===== config.mk =====
export PLATFORM = sky130hd
export DESIGN_NAME = bin2bcd_seq
export DESIGN_NICKNAME = d
export VERILOG_FILES = /design/src/rtl/bin2bcd_pkg.sv /design/src/rtl/bin2bcd_seq_adj.sv /design/src/rtl/bin2bcd_seq.sv
export SDC_FILE = /design/constraint.sdc
export NUM_CORES = 1
export LEC_CHECK = 0
export ABC_AREA = 1
export BUFFER_PORTS_ARGS = -buffer_cell sky130_fd_sc_hd__buf_2
export CORE_UTILIZATION = 50
export CTS_CLUSTER_SIZE = 12
export DETAILED_ROUTE_END_ITERATION = 6
export PLACE_DENSITY = 0.75
export SLEW_MARGIN = 5
export SYNTH_ARGS = -nofsm -noshare
export SYNTH_HDL_FRONTEND = slang
export SYNTH_SLANG_ARGS = --single-unit

===== constraint.sdc =====
create_clock -name clk -period 2.6 [get_ports clk]
set_input_delay 0.52 -clock clk [delete_from_list [all_inputs] [get_ports clk]]
set_output_delay 0.52 -clock clk [all_outputs]
set_load 0.005 [all_outputs]

===== src/rtl/bin2bcd_pkg.sv =====
// Shared definitions for the sequential binary-to-BCD converter:
// FSM state encodings and the shift-add-3 digit adjust constants.
package bin2bcd_pkg;

    typedef enum logic [1:0] {
        ST_IDLE  = 2'd0,
        ST_SHIFT = 2'd1,
        ST_DONE  = 2'd2
    } state_t;

    // A digit above this value is corrected before the next shift
    localparam logic [3:0] BCD_ADJ_THRESH = 4'd4;
    // Correction applied so the doubled digit carries into the next one
    localparam logic [3:0] BCD_ADJ_ADD    = 4'd3;

endpackage


===== src/rtl/bin2bcd_seq_adj.sv =====
// Single BCD digit correction for the shift-add-3 algorithm.
// A digit of 5..9 becomes 8..12, so the following left shift
// produces a decimal carry into the next digit. Never exceeds 4 bits.
module bcd_digit_adj
    import bin2bcd_pkg::*;
(
    input  logic [3:0] i_digit,
    output logic [3:0] o_digit
);

    assign o_digit = (i_digit > BCD_ADJ_THRESH) ? (i_digit + BCD_ADJ_ADD) : i_digit;

endmodule


===== src/rtl/bin2bcd_seq.sv =====
// Sequential binary-to-BCD converter (shift-add-3, one bit per clock).
// Valid/ready on input and output, sticky overflow when the value needs
// more than DIGITS decimal digits, back-to-back accept from DONE.
// Optional feature macro: BIN2BCD_SIGNED_EN (two's complement input,
// magnitude converted, sign reported on out_neg).
module bin2bcd_seq
    import bin2bcd_pkg::*;
#(
    parameter int BIN_W  = 16,
    parameter int DIGITS = 5
)
(
    input  logic                  clk,
    input  logic                  rst,
    input  logic                  in_valid,
    output logic                  in_ready,
    input  logic [BIN_W-1:0]      in_bin,
    output logic                  out_valid,
    input  logic                  out_ready,
    output logic [4*DIGITS-1:0]   out_bcd,
    output logic                  out_ovf,
    output logic                  busy
`ifdef BIN2BCD_SIGNED_EN
    ,
    output logic                  out_neg
`endif
);

    localparam int CNT_W = $clog2(BIN_W + 1);
    localparam int BCD_W = 4 * DIGITS;

    state_t               r_state;
    state_t               w_state_nxt;
    logic [BIN_W-1:0]     r_bin;
    logic [BCD_W-1:0]     r_bcd;
    logic                 r_ovf;
    logic [CNT_W-1:0]     r_cnt;
    logic [BCD_W-1:0]     w_adj;
    logic [BIN_W-1:0]     w_mag;
    logic                 w_accept;

    // Magnitude loaded into the binary shift register at accept
`ifdef BIN2BCD_SIGNED_EN
    logic                 r_neg;
    logic                 w_neg_in;

    assign w_neg_in = in_bin[BIN_W-1];
    // Negation in BIN_W bits: the most negative value maps to 2^(BIN_W-1)
    assign w_mag    = w_neg_in ? (-in_bin) : in_bin;
    assign out_neg  = r_neg;
`else
    assign w_mag    = in_bin;
`endif

    // Per-digit add-3 correction applied ahead of every shift
    for (genvar g = 0; g < DIGITS; g++) begin : g_adj
        bcd_digit_adj u_adj (
            .i_digit (r_bcd[4*g +: 4]),
            .o_digit (w_adj[4*g +: 4])
        );
    end

    assign w_accept  = in_valid & in_ready;
    assign out_valid = (r_state == ST_DONE);
    assign busy      = (r_state == ST_SHIFT);
    assign out_bcd   = r_bcd;
    assign out_ovf   = r_ovf;

    // Next-state and combinational in_ready
    always_comb begin
        w_state_nxt = r_state;
        in_ready    = 1'b0;
        case (r_state)
            ST_IDLE: begin
                in_ready = 1'b1;
                if (in_valid) begin
                    w_state_nxt = ST_SHIFT;
                end
            end
            ST_SHIFT: begin
                if (r_cnt == CNT_W'(1)) begin
                    w_state_nxt = ST_DONE;
                end
            end
            ST_DONE: begin
                in_ready = out_ready;
                if (out_ready) begin
                    w_state_nxt = in_valid ? ST_SHIFT : ST_IDLE;
                end
            end
            default: begin
                w_state_nxt = ST_IDLE;
            end
        endcase
    end

    // State register, bit counter and the {bcd, bin} shift register
    always_ff @(posedge clk) begin
        if (!rst) begin
            r_state <= ST_IDLE;
            r_cnt   <= '0;
            r_bcd   <= '0;
            r_ovf   <= 1'b0;
`ifdef BIN2BCD_SIGNED_EN
            r_neg   <= 1'b0;
`endif
        end else begin
            r_state <= w_state_nxt;
            if (w_accept) begin
                r_bin <= w_mag;
                r_bcd <= '0;
                r_ovf <= 1'b0;
                r_cnt <= CNT_W'(BIN_W);
`ifdef BIN2BCD_SIGNED_EN
                r_neg <= w_neg_in;
`endif
            end else if (r_state == ST_SHIFT) begin
                // Bit leaving the top digit means the value has outgrown DIGITS
                r_bcd <= {w_adj[BCD_W-2:0], r_bin[BIN_W-1]};
                r_bin <= {r_bin[BIN_W-2:0], 1'b0};
                r_ovf <= r_ovf | w_adj[BCD_W-1];
                r_cnt <= r_cnt - CNT_W'(1);
            end
        end
    end

endmodule


[After elaboration in Yosys (flattened, before gate mapping)]
Index checks and enable logic that the tools add are counted.
Word-level totals
  logic and storage cells: 46
  output and inout port bits: 24
  input port bits: 20
  flip-flop bits (word level): 44
Operators by class
  $lt $le $gt $ge: 5
  bitwise gates (word level): 3
  equal/unequal tests: 6
  add/subtract/negate cells: 6
  reductions and logical operators: 5
  multiplexer cells: 15
Operators by type and width (number)
  two-way mux 16 bit: 2
  adder 4 x 2 -> 4 bit, second input constant: 5
  > comparator 4 x 3 -> 1 bit, second input constant: 5
  two-way mux 4 bit: 5
  two-way mux 5 bit: 2
  two-way mux 2 bit: 3
  one-hot mux 2 bit (3 select lines): 1
  == test 5 x 1 -> 1 bit, second input constant: 1
  subtractor 5 x 1 -> 5 bit, second input constant: 1
  != test 2 x 1 -> 1 bit, second input constant: 2
  AND reduction 3 bit: 1
  == test 2 x 1 -> 1 bit, second input constant: 1
  == test 2 bit, second input constant: 1
  logical NOT 2 bit: 1
  != test 2 bit, second input constant: 1
  one-hot mux 1 bit (2 select lines): 1
  AND reduction 2 bit: 1
  nonzero test 2 bit: 1
  OR reduction 2 bit: 1
  AND 1 bit: 1
  two-way mux 1 bit: 1
  inverter 1 bit: 1
  OR 1 bit: 1

[Logic depth before layout (Yosys ltp)]
Gate-level depths: netlist of run 1.
  depth after elaboration: 5
  depth in mapped cells: 9

[Modules after synthesis]
From an unflattened synthesis of run 1, not the netlist that was laid out.
Unflattened totals
  cell total of the unflattened synthesis: 355
  area, all modules: 2543.7 um2
Modules (own cells, without submodules)
  bin2bcd_seq: instances 1, seq. area each 1041.0 um2, area an instance 1874.3 um2, cells each 210
  bcd_digit_adj: instances 5, seq. area each 0.0 um2, area an instance 133.9 um2, cells each 29

[Worst setup path before layout of run 1]
OpenSTA, ideal clock, no wires.
  path kind: input to register
  from: input port out_ready
  to: register r_bin[0] (enable)
  arrival time: 1.842 ns
  stages: 6
  setup slack: 0.363 ns
  required time: 2.206 ns
  path through: inv_1 > nand2_1 > nand3_2 > buf_4 > buf_4 > a21oi_1
Between the ends
  longest elaborated chain between the ends: 4
Ends and longest elaborated chain
  from (decl): line bin2bcd_seq.sv:19  | input logic out_ready,
  one-hot mux 1 bit (2 select lines): line bin2bcd_seq.sv:73  | case (r_state)
  AND 1 bit: line bin2bcd_seq.sv:63  | assign w_accept = in_valid & in_ready;
  nonzero test 2 bit (no line)
  AND reduction 2 bit (no line)
  to (signal assigned): line bin2bcd_seq.sv:110  | r_bin <= w_mag;
  to (signal assigned): line bin2bcd_seq.sv:120  | r_bin <= {r_bin[BIN_W-2:0], 1'b0};
  to (decl): line bin2bcd_seq.sv:34  | logic [BIN_W-1:0] r_bin;
Every way passes these cells.
A chain may end at the register's enable or synchronous reset.

[Worst setup path after layout of run 1]
  from: register r_state[0]
  to: output port busy
Between the ends
  longest elaborated chain between the ends: 1
Ends and longest elaborated chain
  from (decl): line bin2bcd_seq.sv:32  | state_t r_state;
  from (signal assigned): line bin2bcd_seq.sv:108  | r_state <= w_state_nxt;
  == test 2 x 1 -> 1 bit: line bin2bcd_seq.sv:65  | assign busy = (r_state == ST_SHIFT);
  to (decl): line bin2bcd_seq.sv:22  | output logic busy
Every way passes these cells.

==> Implementation_results.wiki, run 1 <==
{| class="wikitable"
! Metric !! Value
|-
| Most frequent cells in the layout || 103 x sky130_fd_sc_hd__nand2_1, 43 x sky130_fd_sc_hd__inv_1, 43 x sky130_fd_sc_hd__buf_2
|-
| Launch point of the worst reg-to-reg path || r_state[0]
|-
| CTS clock-pin slew for the worst setup and hold paths || around 0.09 ns
|-
| Least-Margin Pin Slew || 0.400 ns
|-
| Wire length per cell after detailed routing || 10.5 um
|-
| Initial DRT Pass Iterations || 6
|-
| CP Capture Type || output port
|-
| Number of DRC violations after detailed-routing iteration 0 || 139
|-
| Most common library cell in the layout ignoring fill and taps || sky130_fd_sc_hd__nand2_1
|-
| Number of global-route vias before repair || between 1,500 and 2,000
|-
| Cell-by-cell listing of the critical path || inv_2 > nor2_4 > buf_4 > buf_2
|-
| Avg Cell Area, Syn || 7.32 um2
|-
| Number of nets in the finished design || a little under 400
|-
| Delay of the slowest cell on the worst path || about 0.35 ns
|-
| Area of the mapped netlist || 2360 um2
|-
| Maximum clock frequency || ~520 MHz
|-
| Count of state elements after synthesis || 44
|-
| Count of endpoints failing hold in the final timing report || 0
|-
| Total length of routed wires || 4380 um
|-
| Final Max Tran Viols || 0
|-
| Wire length of the first global-routing pass || between 7000 and 8000 um
|-
| Average via count per standard cell || ~5
|-
| # resized after CTS || 0
|-
| Hold-fix buffers, CTS || 0
|-
| Library cell with the largest summed area after synthesis || sky130_fd_sc_hd__dfxtp_1
|-
| Worst VDD drop || ~0.00038 V
|-
| Top cells by area, synth || sky130_fd_sc_hd__dfxtp_1 24%, sky130_fd_sc_hd__edfxtp_1 20%, sky130_fd_sc_hd__nand2_1 16%
|-
| Inserted Clock Buffers || 5
|-
| Site Rows || 24
|-
| Number of nets in the synthesized netlist || 355
|-
| Critical setup path kind || reg -> out
|-
| Final RePlAce weighted congestion || 0.845
|-
| Die X-Extent || between 70 and 80 um
|-
| CP required || approximately 2.1 ns
|-
| Async S/R FF share, synth || 0%
|-
| Pin count of the biggest net entering global routing || 25
|-
| Synth warnings || 0
|-
| Clock sink total || 44
|-
| Insertion delay of the later-clocked pin in the worst-skew pair || ~0.30 ns
|-
| Cell variety after synth || 22
|-
| End point of the most critical hold path || out_ovf
|-
| Buffer and inverter count on the worst path || 3
|-
| Worst hold-check path type || reg -> reg
|-
| Initial antenna violation count || 0
|-
| HPWL reported at the end of detailed placement || ~3100 um
|-
| Sequential fraction of the synthesis area || roughly 44%
|-
| Reg-to-Reg End || r_bin[8]
|-
| P per Cell Area || 597 nW/um2
|-
| Leakage || 1.36 nW
|-
| Cell Count, Final, Fillers Out || ~420
|-
| Final Skew || around 0.007 ns
|-
| Layout area overhead || 14.5%
|-
| Antenna Violating Nets Remaining || 0
|-
| Number of vias after detailed routing || 2,058
|-
| Count of mapped cells out of synthesis || approximately 320
|-
| Io pins || between 40 and 50
|-
| Crit-path max FO || 15
|-
| Post-layout min period || just under 2 ns
|-
| Share of Yosys cell area claimed by the top area cell type || between 20% and 30%
|-
| EDFF count, synth || 16
|-
| Initial Util || between 50% and 60%
|-
| Area of the core region || roughly 4400 um2
|-
| Final setup violation count || 0
|-
| Gr ovfl total || 0
|-
| Post-layout instance area || 2710 um2
|-
| Most used flip-flop cell after synthesis || sky130_fd_sc_hd__dfxtp_1
|-
| Aggregate negative setup slack || 0 ns
|-
| Cell count of the worst hold path || 2
|-
| Clock Root Buffer || sky130_fd_sc_hd__clkbuf_8
|-
| Setup repair after global routing missed its margin || no
|-
| Floorplan die height || 70.8 um
|-
| Max-capacitance violation count || 0
|-
| Buffer depth of the longest clock path || 2
|-
| Number of placed instances, taps included || 410
|-
| Max_slew headroom || about 73%
|-
| Worst-case reg-to-reg path depth || 5
|-
| # diodes || 0
|-
| H-Tree Level Count || 2
|-
| Area of the die || 5010 um2
|-
| Layout cell share with drive strength beyond 1 || roughly 17%
|-
| Worst path top cell family by delay || buffers and inverters
|-
| Failing checks || design-rule violations
|-
| Count of input and output buffers || 43
|-
| Overall fraction of global-route tracks in use || around a fifth
|-
| Max stage delay cell, worst path || sky130_fd_sc_hd__dfxtp_1
|-
| Dpl cell area || roughly 2600 um2
|-
| Setup slack of the worst register-to-register path || 0.89 ns
|-
| Post-CTS Setup Repair Bufs || 0
|-
| CP startpoint kind || register
|-
| Clock tree from TritonCTS || yes
|-
| Outcome || finished, violations left
|-
| Worst endpoint data arrival time || around 1.4 ns
|-
| DRC || 2
|-
| Startpoint of the tightest hold check path || out_ovf
|-
| Fin crit share || 73.9%
|}
## sequential cells by signal, summed over array words and instances (netlist names)
name / count
r_cnt: 5
out_bcd: 20
r_state: 2
out_ovf: 1
r_bin: 16
## Yosys cell counts (3+ instances only)
library cell and instances:
sky130_fd_sc_hd__inv_2 4, sky130_fd_sc_hd__ha_1 12, sky130_fd_sc_hd__nand3_1 22, sky130_fd_sc_hd__nor2_1 28, sky130_fd_sc_hd__dfxtp_1 28, sky130_fd_sc_hd__buf_2 4
sky130_fd_sc_hd__nand2_1 103, sky130_fd_sc_hd__o21ai_0 17, sky130_fd_sc_hd__a21oi_1 27, sky130_fd_sc_hd__edfxtp_1 16, sky130_fd_sc_hd__xor2_1 3, sky130_fd_sc_hd__inv_1 43
## through the flow
stage          utilization, %  setup slack (ns)  power, mW  hold WS [ns]
6_report                 60.9             0.678       1.62         0.465
5_1_grt                  60.9             0.564       1.71         0.483
4_1_cts                  60.9             0.668       1.63         0.465
3_5_place_dp             58.4             0.652       1.11         0.452
3_3_place_gp             58.4             0.709       1.11         0.459
2_1_floorplan               -             0.363       1.04         0.444
## worst min-delay path: stages, from the launching register on
cell                      delay, ns
sky130_fd_sc_hd__dfxtp_1       0.32
sky130_fd_sc_hd__inv_1         0.06
sky130_fd_sc_hd__a21oi_2       0.05
## report_power, final
group          switching (mW)  internal, mW
clock                   0.235         0.285
combinational           0.180         0.105
sequential             0.0367         0.775
total                   0.451          1.16
## cells by family (layout without fill, tap and decap cells)
logic type                 Yosys count  count (layout)  share of synthesized area, %
and+or+nand+nor                    160             160                          27.8
adders and majority gates           12              12                          6.35
AOI/OAI and AO/OA                   45              45                          9.69
xor gates and xnor gates             5               5                          1.85
buffers and inverters               57             100                          10.2
DFF                                 44              44                          44.0
## worst max path at each step
stage	endpoint	cells past startpoint	slack, ns	start
global route	busy	4	0.56	r_state[0]
floorplan	r_bin[0]	6	0.36	out_ready
finish	busy	4	0.68	r_state[0]
global placement	out_bcd[13]	8	0.71	out_ready
CTS	busy	4	0.67	r_state[0]
detailed placement	out_bcd[13]	8	0.65	out_ready
## layer usage
metal	share of wire [%]	wire, um	GRT usage, %	vias up
met5	0	0	0	-
met4	1.6	72	9.11	0
met3	4.5	199	3.99	6
met2	46	2030	31.4	48
met1	48	2080	25.1	912
li1	-	-	-	1092
## final cells by class
type                    count  area (um2)
fillers                   421        1740
multi-input cells         222        1080
flip-flops and latches     44        1040
repair buffers             45         230
inverters                  47         176
clock buffers               5        68.8
well taps                  52        65.1
clock inverters             3        42.5
No activity file was read; power rests on OpenSTA's default activity.
==> inputs of run 2 (changes only) <==
==> constraint.sdc (replaced) <==
create_clock -name clk -period 1.8 [get_ports clk]
set_input_delay 0.36 -clock clk [delete_from_list [all_inputs] [get_ports clk]]
set_output_delay 0.36 -clock clk [all_outputs]
set_load 0.005 [all_outputs]
==> Implementation_results.wiki, run 2 (synthesis results as in run 1) <==
{| class="wikitable"
! Metric !! Value
|-
| Max_slew headroom || 76.9% (+3.7 points)
|-
| Max-capacitance violation count || 0 (unchanged)
|-
| CTS clock-pin slew for the worst setup and hold paths || 0.08 ns (about the same)
|-
| Leakage || 1.37 nW (+0.97%)
|-
| # diodes || 0 (unchanged)
|-
| Startpoint of the tightest hold check path || in_bin[8]
|-
| Final RePlAce weighted congestion || 0.888 (+5.1%)
|-
| Number of DRC violations after detailed-routing iteration 0 || 175 (+26%)
|-
| Layout cell share with drive strength beyond 1 || 18.2% (+0.94 points)
|-
| Initial Util || 53.2% (unchanged)
|-
| Count of input and output buffers || 43 (unchanged)
|-
| Min Hold Slack || 0.326 ns (-0.139 ns)
|-
| Number of nets in the finished design || 400 (+0.76%)
|-
| Wire length of the first global-routing pass || 7870 um (+2.1%)
|-
| Cell-by-cell listing of the critical path || inv_2 > nor2_4 > buf_4 > buf_2
|-
| Io pins || 44 (unchanged)
|-
| Setup slack of the worst register-to-register path || 0.33 ns (-0.56 ns)
|-
| Post-layout util || 61.4% (+0.51 points)
|-
| HPWL reported at the end of detailed placement || 3250 um (+4.3%)
|-
| Number of filler cells placed in the layout || 410 (-2.6%)
|-
| Setup repair after global routing missed its margin || no
|-
| Clock tree from TritonCTS || yes
|-
| Failing checks || design-rule violations
|-
| Delay of the slowest cell on the worst path || 0.36 ns (about the same)
|-
| Launch point of the worst reg-to-reg path || out_bcd[12]
|-
| Overall fraction of global-route tracks in use || 19.6% (+0.19 points)
|-
| Worst endpoint data arrival time || 1.26 ns (-0.14 ns)
|-
| Number of global-route vias before repair || 1,916 (+6.4%)
|-
| Post-layout min period || between 1.5 and 2 ns
|-
| CP required || 1.44 ns (-0.64 ns)
|-
| Hold-fix buffers, CTS || 0 (unchanged)
|-
| Average via count per standard cell || 4.94 (+0.40%)
|-
| Worst hold-check path type || in -> reg
|-
| Area of the core region || 4440 um2 (unchanged)
|-
| Count of endpoints failing hold in the final timing report || 0 (unchanged)
|-
| Aggregate negative setup slack || 0 ns (unchanged)
|-
| CP startpoint kind || register
|-
| Critical setup path kind || reg -> out
|-
| Crit path launch || r_state[0]
|-
| Maximum clock frequency || slightly above 600 MHz
|-
| Worst-case reg-to-reg path depth || 8 (+3)
|-
| Crit path capture || busy
|-
| Initial antenna violation count || 0 (unchanged)
|-
| Buffer depth of the longest clock path || 2 (unchanged)
|-
| Fin crit share || 90.0%
|-
| Die X-Extent || 70.8 um (unchanged)
|-
| Floorplan die height || 70.8 um (unchanged)
|-
| Least-Margin Pin Slew || 0.342 ns (-0.0579 ns)
|-
| Met3 Resource Use GR || 5.13% (+1.1 points)
|-
| # resized after CTS || 0 (unchanged)
|-
| Post-CTS Setup Repair Bufs || 0 (unchanged)
|-
| Met2 layer usage reported by global route || 32.7% (+1.3 points)
|-
| Reg-to-Reg End || out_bcd[15]
|-
| Area of the die || 5010 um2 (unchanged)
|-
| CP Capture Type || output port
|-
| H-Tree Level Count || 2 (unchanged)
|-
| Insertion delay of the later-clocked pin in the worst-skew pair || 0.29 ns (about the same)
|-
| Antenna Violating Nets Remaining || 0 (unchanged)
|-
| Worst VDD drop || 0.000712 V (+88%)
|-
| Wire length per cell after detailed routing || 10.8 um (+2.7%)
|-
| Largest register FFs || 20 (unchanged)
|-
| GR Layer Usage met1 || 24.8% (-0.36 points)
|-
| Most frequent cells in the layout || 103 x sky130_fd_sc_hd__nand2_1, 43 x sky130_fd_sc_hd__inv_1, 43 x sky130_fd_sc_hd__buf_2
|-
| Site Rows || 24 (unchanged)
|-
| DRC || 6 (+4)
|-
| Final setup violation count || 0 (unchanged)
|-
| Outcome || finished, violations left
|-
| Clock sink total || 44 (unchanged)
|-
| Most common library cell in the layout ignoring fill and taps || sky130_fd_sc_hd__nand2_1
|-
| Crit-path max FO || 26 (+11)
|-
| Total length of routed wires || 4530 um (+3.4%)
|-
| Most heavily used metal layer in global routing || met2
|-
| Gr ovfl total || 0 (unchanged)
|-
| Number of vias after detailed routing || 2,081 (+1.1%)
|-
| Initial DRT Pass Iterations || 6 (unchanged)
|-
| P per Cell Area || 858 nW/um2 (+44%)
|-
| Clock Root Buffer || sky130_fd_sc_hd__clkbuf_8
|-
| Pin count of the biggest net entering global routing || 27 (+8.0%)
|-
| Layout area overhead || 15.4%
|-
| Max stage delay cell, worst path || sky130_fd_sc_hd__dfxtp_1
|-
| Inserted Clock Buffers || 5 (unchanged)
|-
| Final Max Tran Viols || 0 (unchanged)
|-
| Final Skew || 0.00466 ns (-0.00218 ns)
|}
run 2: cell types whose count changed in the layout (fill, tap and decap cells not counted), sizes merged:
cell	change
buf	+3
clkbuf	+1
clkinv	-1
run 2: worst min path at each step:
stage	endpoint	slack, ns	cells after the start
2_1_floorplan	r_cnt[4]	0.44	2
5_1_grt	r_bin[8]	0.32	3
3_3_place_gp	r_cnt[4]	0.46	2
3_5_place_dp	out_ovf	0.46	2
6_report	r_bin[8]	0.33	3
4_1_cts	r_bin[7]	0.32	3
run 2: metrics by stage:
stage                     setup WS [ns]  power (mW)  std cells  area, um2
after floorplan                  0.0382        1.50        323       2370
after global placement            0.326        1.61        413       2620
after detailed placement          0.290        1.62        413       2620
after CTS                         0.165        2.36        421       2730
after global routing              0.113        2.48        421       2730
final                             0.180        2.34        421       2730
run 2: metal layers:
metal / part of all wire, % / vias up
li1: - / 1103
met1: 49 / 914
met2: 45 / 57
met3: 4.8 / 7
met4: 1.1 / 0
met5: 0 / -
run 2: area by class of cell:
| class | instances | area [um2] | share of cell area [%] |
|---|---|---|---|
| multi-input cells | 222 | 1080 | 39.8 |
| flip-flops and latches | 44 | 1040 | 38.2 |
| repair buffers | 48 | 253 | 9.27 |
| inverters | 47 | 176 | 6.47 |
| clock buffers | 6 | 72.6 | 2.66 |
| well taps | 52 | 65.1 | 2.39 |
| clock inverters | 2 | 35.0 | 1.28 |
run 2: power by group:
| group | internal (mW) | leakage, nW | switching (mW) |
|---|---|---|---|
| clock | 0.412 | 0.0552 | 0.329 |
| combinational | 0.161 | 0.934 | 0.266 |
| sequential | 1.12 | 0.380 | 0.0534 |
| total | 1.69 | 1.37 | 0.648 |
run 2: critical path: cells and delay by family (launching register included):
family                 cells  cell delay, ns
and+or+nand+nor            1            0.09
DFF                        1            0.36
buffers and inverters      3            0.51
==> inputs of run 3 (changes only) <==
--- a/config.mk
+++ b/config.mk
@@ -10,8 +10,9 @@
 export CORE_UTILIZATION = 50
 export CTS_CLUSTER_SIZE = 12
 export DETAILED_ROUTE_END_ITERATION = 6
-export PLACE_DENSITY = 0.75
+export PLACE_DENSITY = 0.74
 export SLEW_MARGIN = 5
 export SYNTH_ARGS = -nofsm -noshare
 export SYNTH_HDL_FRONTEND = slang
+export SYNTH_HIERARCHICAL = 1
 export SYNTH_SLANG_ARGS = --single-unit
==> Implementation_results.wiki, run 3 <==
{| class="wikitable"
! Metric !! Value
|-
| Worst VDD drop || 0.000470 V (-34%)
|-
| Initial antenna violation count || 0 (unchanged)
|-
| CP required || 1.44 ns (about the same)
|-
| Area of the die || 5380 um2 (+7.4%)
|-
| Max stage delay cell, worst path || sky130_fd_sc_hd__dfxtp_1
|-
| Final Max Tran Viols || 0 (unchanged)
|-
| Final RePlAce weighted congestion || 0.807 (-9.1%)
|-
| Number of logic stages on the critical path including buffering || 4 (unchanged)
|-
| Most frequent cells in the layout || 164 x sky130_fd_sc_hd__nand2_1, 49 x sky130_fd_sc_hd__inv_1, 43 x sky130_fd_sc_hd__buf_2
|-
| HPWL reported at the end of detailed placement || 3290 um (+1.2%)
|-
| Initial Util || 52.8% (-0.38 points)
|-
| Sequential group share of total power || 52.2% (+2.1 points)
|-
| Number of nets in the synthesized netlist || 387 (+9.0%)
|-
| Async S/R FF share, synth || 0% (unchanged)
|-
| Pin count of the biggest net entering global routing || 27 (unchanged)
|-
| Least-Margin Pin Slew || 0.403 ns (+0.0606 ns)
|-
| CP startpoint kind || register
|-
| Worst-case reg-to-reg path depth || 6 (-2)
|-
| Inserted Clock Buffers || 5 (unchanged)
|-
| P per Cell Area || 728 nW/um2 (-15%)
|-
| Sequential fraction of the synthesis area || 40.9% (-3.1 points)
|-
| Count of mapped cells out of synthesis || 355 (+9.9%)
|-
| CP Capture Type || output port
|-
| Aggregate negative setup slack || 0 ns (unchanged)
|-
| Hold-fix buffers, CTS || 0 (unchanged)
|-
| Number of DRC violations after detailed-routing iteration 0 || 107 (-39%)
|-
| Cell count of the worst hold path || 3 (unchanged)
|-
| Design Power || 2.14 mW (-8.5%)
|-
| Gr ovfl total || 0 (unchanged)
|-
| Clock tree from TritonCTS || yes
|-
| Count of endpoints failing hold in the final timing report || 0 (unchanged)
|-
| Most used flip-flop cell after synthesis || sky130_fd_sc_hd__dfxtp_1
|-
| Avg Cell Area, Syn || 7.17 um2 (-2.1%)
|-
| Leakage || 1.42 nW (+4.0%)
|-
| Max-capacitance violation count || 0 (unchanged)
|-
| Switching portion of total power || 25.1% (-2.5 points)
|-
| DRC || 0 (-6)
|-
| Area of the mapped netlist || 2540 um2 (+7.6%)
|-
| Switching power of the nets || 538 uW (-17%)
|-
| Most frequent cells after synthesis || 164 x sky130_fd_sc_hd__nand2_1, 49 x sky130_fd_sc_hd__inv_1, 28 x sky130_fd_sc_hd__dfxtp_1, 23 x sky130_fd_sc_hd__nand3_1, 19 x sky130_fd_sc_hd__a21oi_2
|-
| Post-CTS Setup Repair Bufs || 0 (unchanged)
|-
| Antenna Violating Nets Remaining || 0 (unchanged)
|-
| Outcome || finished, final reports clean
|-
| Number of filler cells placed in the layout || 477 (+16%)
|-
| Overall fraction of global-route tracks in use || 19.0% (-0.60 points)
|-
| Largest register FFs || 20 (unchanged)
|-
| Floorplan die height || 73.3 um (+3.6%)
|-
| # diodes || 0 (unchanged)
|-
| Internal power || 1.60 mW (-5.3%)
|-
| Buffer and inverter count on the worst path || 3 (unchanged)
|-
| H-Tree Level Count || 2 (unchanged)
|-
| Average via count per standard cell || 4.68 (-5.4%)
|-
| Wire length per cell after detailed routing || 10.0 um (-7.1%)
|-
| Final setup margin || 0.166 ns (-0.0139 ns)
|-
| Worst path top cell family by delay || buffers and inverters
|-
| Worst endpoint data arrival time || 1.27 ns (about the same)
|-
| Crit-path max FO || 26 (unchanged)
|-
| Initial DRT Pass Iterations || 4 (-2)
|-
| Cell variety after synth || 21 (-4.5%)
|-
| Count leader, synth || sky130_fd_sc_hd__nand2_1
|-
| Number of vias after detailed routing || 2,194 (+5.4%)
|-
| Maximum clock frequency || 612 MHz (-0.85%)
|-
| Count of state elements after synthesis || 44 (unchanged)
|-
| Count of input and output buffers || 43 (unchanged)
|-
| Share of Yosys cell area claimed by the top area cell type || 24.2% (+0.48 points)
|-
| Cell-by-cell listing of the critical path || inv_2 > nor2_4 > buf_4 > buf_2
|-
| Post-layout min period || 1.63 ns (+0.0139 ns)
|-
| Area of the core region || 4820 um2 (+8.4%)
|-
| Die X-Extent || 73.3 um (+3.6%)
|-
| Number of global-route vias before repair || 1,893 (-1.2%)
|-
| Setup repair after global routing missed its margin || no
|-
| Fin crit share || 90.8% (+0.77 points)
|-
| Dpl cell area || 2830 um2 (+8.1%)
|-
| Delay of the slowest cell on the worst path || 0.35 ns (about the same)
|-
| Wire length of the first global-routing pass || 8000 um (+1.7%)
|-
| Placement-stage worst setup slack || 0.302 ns (+0.0120 ns)
|-
| Clk network pwr share || 34.2% (+2.5 points)
|-
| Combinational cell fraction of total power || 13.6% (-4.6 points)
|-
| Site Rows || 25 (+4.2%)
|-
| Synth warnings || 6 (+6)
|-
| EDFF count, synth || 16 (unchanged)
|-
| Final Skew || 0.00670 ns (+0.00204 ns)
|-
| Total length of routed wires || 4690 um (+3.5%)
|-
| Clock sink total || 44 (unchanged)
|-
| Critical setup path kind || reg -> out
|-
| Final setup violation count || 0 (unchanged)
|-
| Most common library cell in the layout ignoring fill and taps || sky130_fd_sc_hd__nand2_1
|-
| Layout cell share with drive strength beyond 1 || 21.6% (+3.5 points)
|-
| Io pins || 44 (unchanged)
|-
| Post-layout instance area || 2940 um2 (+7.8%)
|-
| CTS clock-pin slew for the worst setup and hold paths || 0.08 ns (about the same)
|-
| Max_slew headroom || 73.1% (-3.8 points)
|-
| Buffer depth of the longest clock path || 2 (unchanged)
|-
| Layout area overhead || 15.5%
|-
| Worst hold-check path type || in -> reg
|-
| # resized after CTS || 0 (unchanged)
|-
| Post-layout util || 61.0% (-0.36 points)
|-
| Clock Root Buffer || sky130_fd_sc_hd__clkbuf_8
|-
| Insertion delay of the later-clocked pin in the worst-skew pair || 0.29 ns (about the same)
|-
| Top cells by area, synth || sky130_fd_sc_hd__nand2_1 24%, sky130_fd_sc_hd__dfxtp_1 22%, sky130_fd_sc_hd__edfxtp_1 19%
|-
| Library cell with the largest summed area after synthesis || sky130_fd_sc_hd__nand2_1
|-
| Number of nets in the finished design || 433 (+8.3%)
|}
-- run 3: cell count changes after synthesis, moves of 3 or more --
cell,change
sky130_fd_sc_hd__nand2_2,+5
sky130_fd_sc_hd__a21oi_2,+18
sky130_fd_sc_hd__o21ai_0,-16
sky130_fd_sc_hd__a21oi_1,-18
sky130_fd_sc_hd__inv_2,-3
sky130_fd_sc_hd__inv_1,+6
sky130_fd_sc_hd__nor2_1,-17
sky130_fd_sc_hd__nand2_1,+61
-- run 3: path summary, 6_finish.rpt --
| kind | start | to | slack, ns |
|---|---|---|---|
| max | r_state[0] | busy | 0.17 |
| min | in_bin[7] | r_bin[7] | 0.33 |
| max reg2reg | r_state[1] | r_bin[13] | 0.42 |
| min reg2reg | out_ovf | out_ovf | 0.46 |
-- run 3: layout make-up --
cell class / instances / area [um2] / area share (%)
clock buffers: 6 / 72.6 / 2.47
clock inverters: 2 / 35.0 / 1.19
multi-input cells: 252 / 1260 / 43.0
flip-flops and latches: 44 / 1040 / 35.4
repair buffers: 47 / 245 / 8.34
inverters: 51 / 199 / 6.77
well taps: 67 / 83.8 / 2.85
-- run 3: through the flow --
| step | instances | hold WS (ns) |
|---|---|---|
| detailed placement | 461 | 0.449 |
| finish | 469 | 0.330 |
| global placement | 461 | 0.443 |
| floorplan | 355 | 0.444 |
| CTS | 469 | 0.324 |
| global route | 469 | 0.332 |
-- run 3: logic make-up after synthesis --
family	count (synthesis)	synth area share (%)
and+or+nand+nor	210	34.4
buffers and inverters	59	9.89
DFF	44	40.9
AOI/OAI and AO/OA	29	8.51
adders and majority gates	12	5.90
xor gates and xnor gates	1	0.344
-- run 3: power by group through the flow --
| stage | Combinational [mW] | Sequential (mW) | Clock [mW] |
|---|---|---|---|
| 3_5_place_dp | 0.292 | 1.14 | 0 |
| 2_1_floorplan | 0.220 | 1.13 | 0 |
| 3_3_place_gp | 0.286 | 1.14 | 0 |
| 5_1_grt | 0.332 | 1.12 | 0.786 |
| 4_1_cts | 0.295 | 1.12 | 0.746 |
| 6_report | 0.292 | 1.12 | 0.731 |
-- run 3: metal layers --
metal  part of all wire (%)  track usage, %  vias to the layer above
met5                      0               0                        -
met4                    1.3            5.98                        0
met3                    3.7            4.53                        8
met2                     46            31.7                       36
met1                     49            24.5                      972
li1                       -               -                     1178
-- run 3: worst min-delay path: cells and delay by family --
family	cells	cell delay, ns
and+or+nand+nor	2	0.09
buffers and inverters	1	0.07
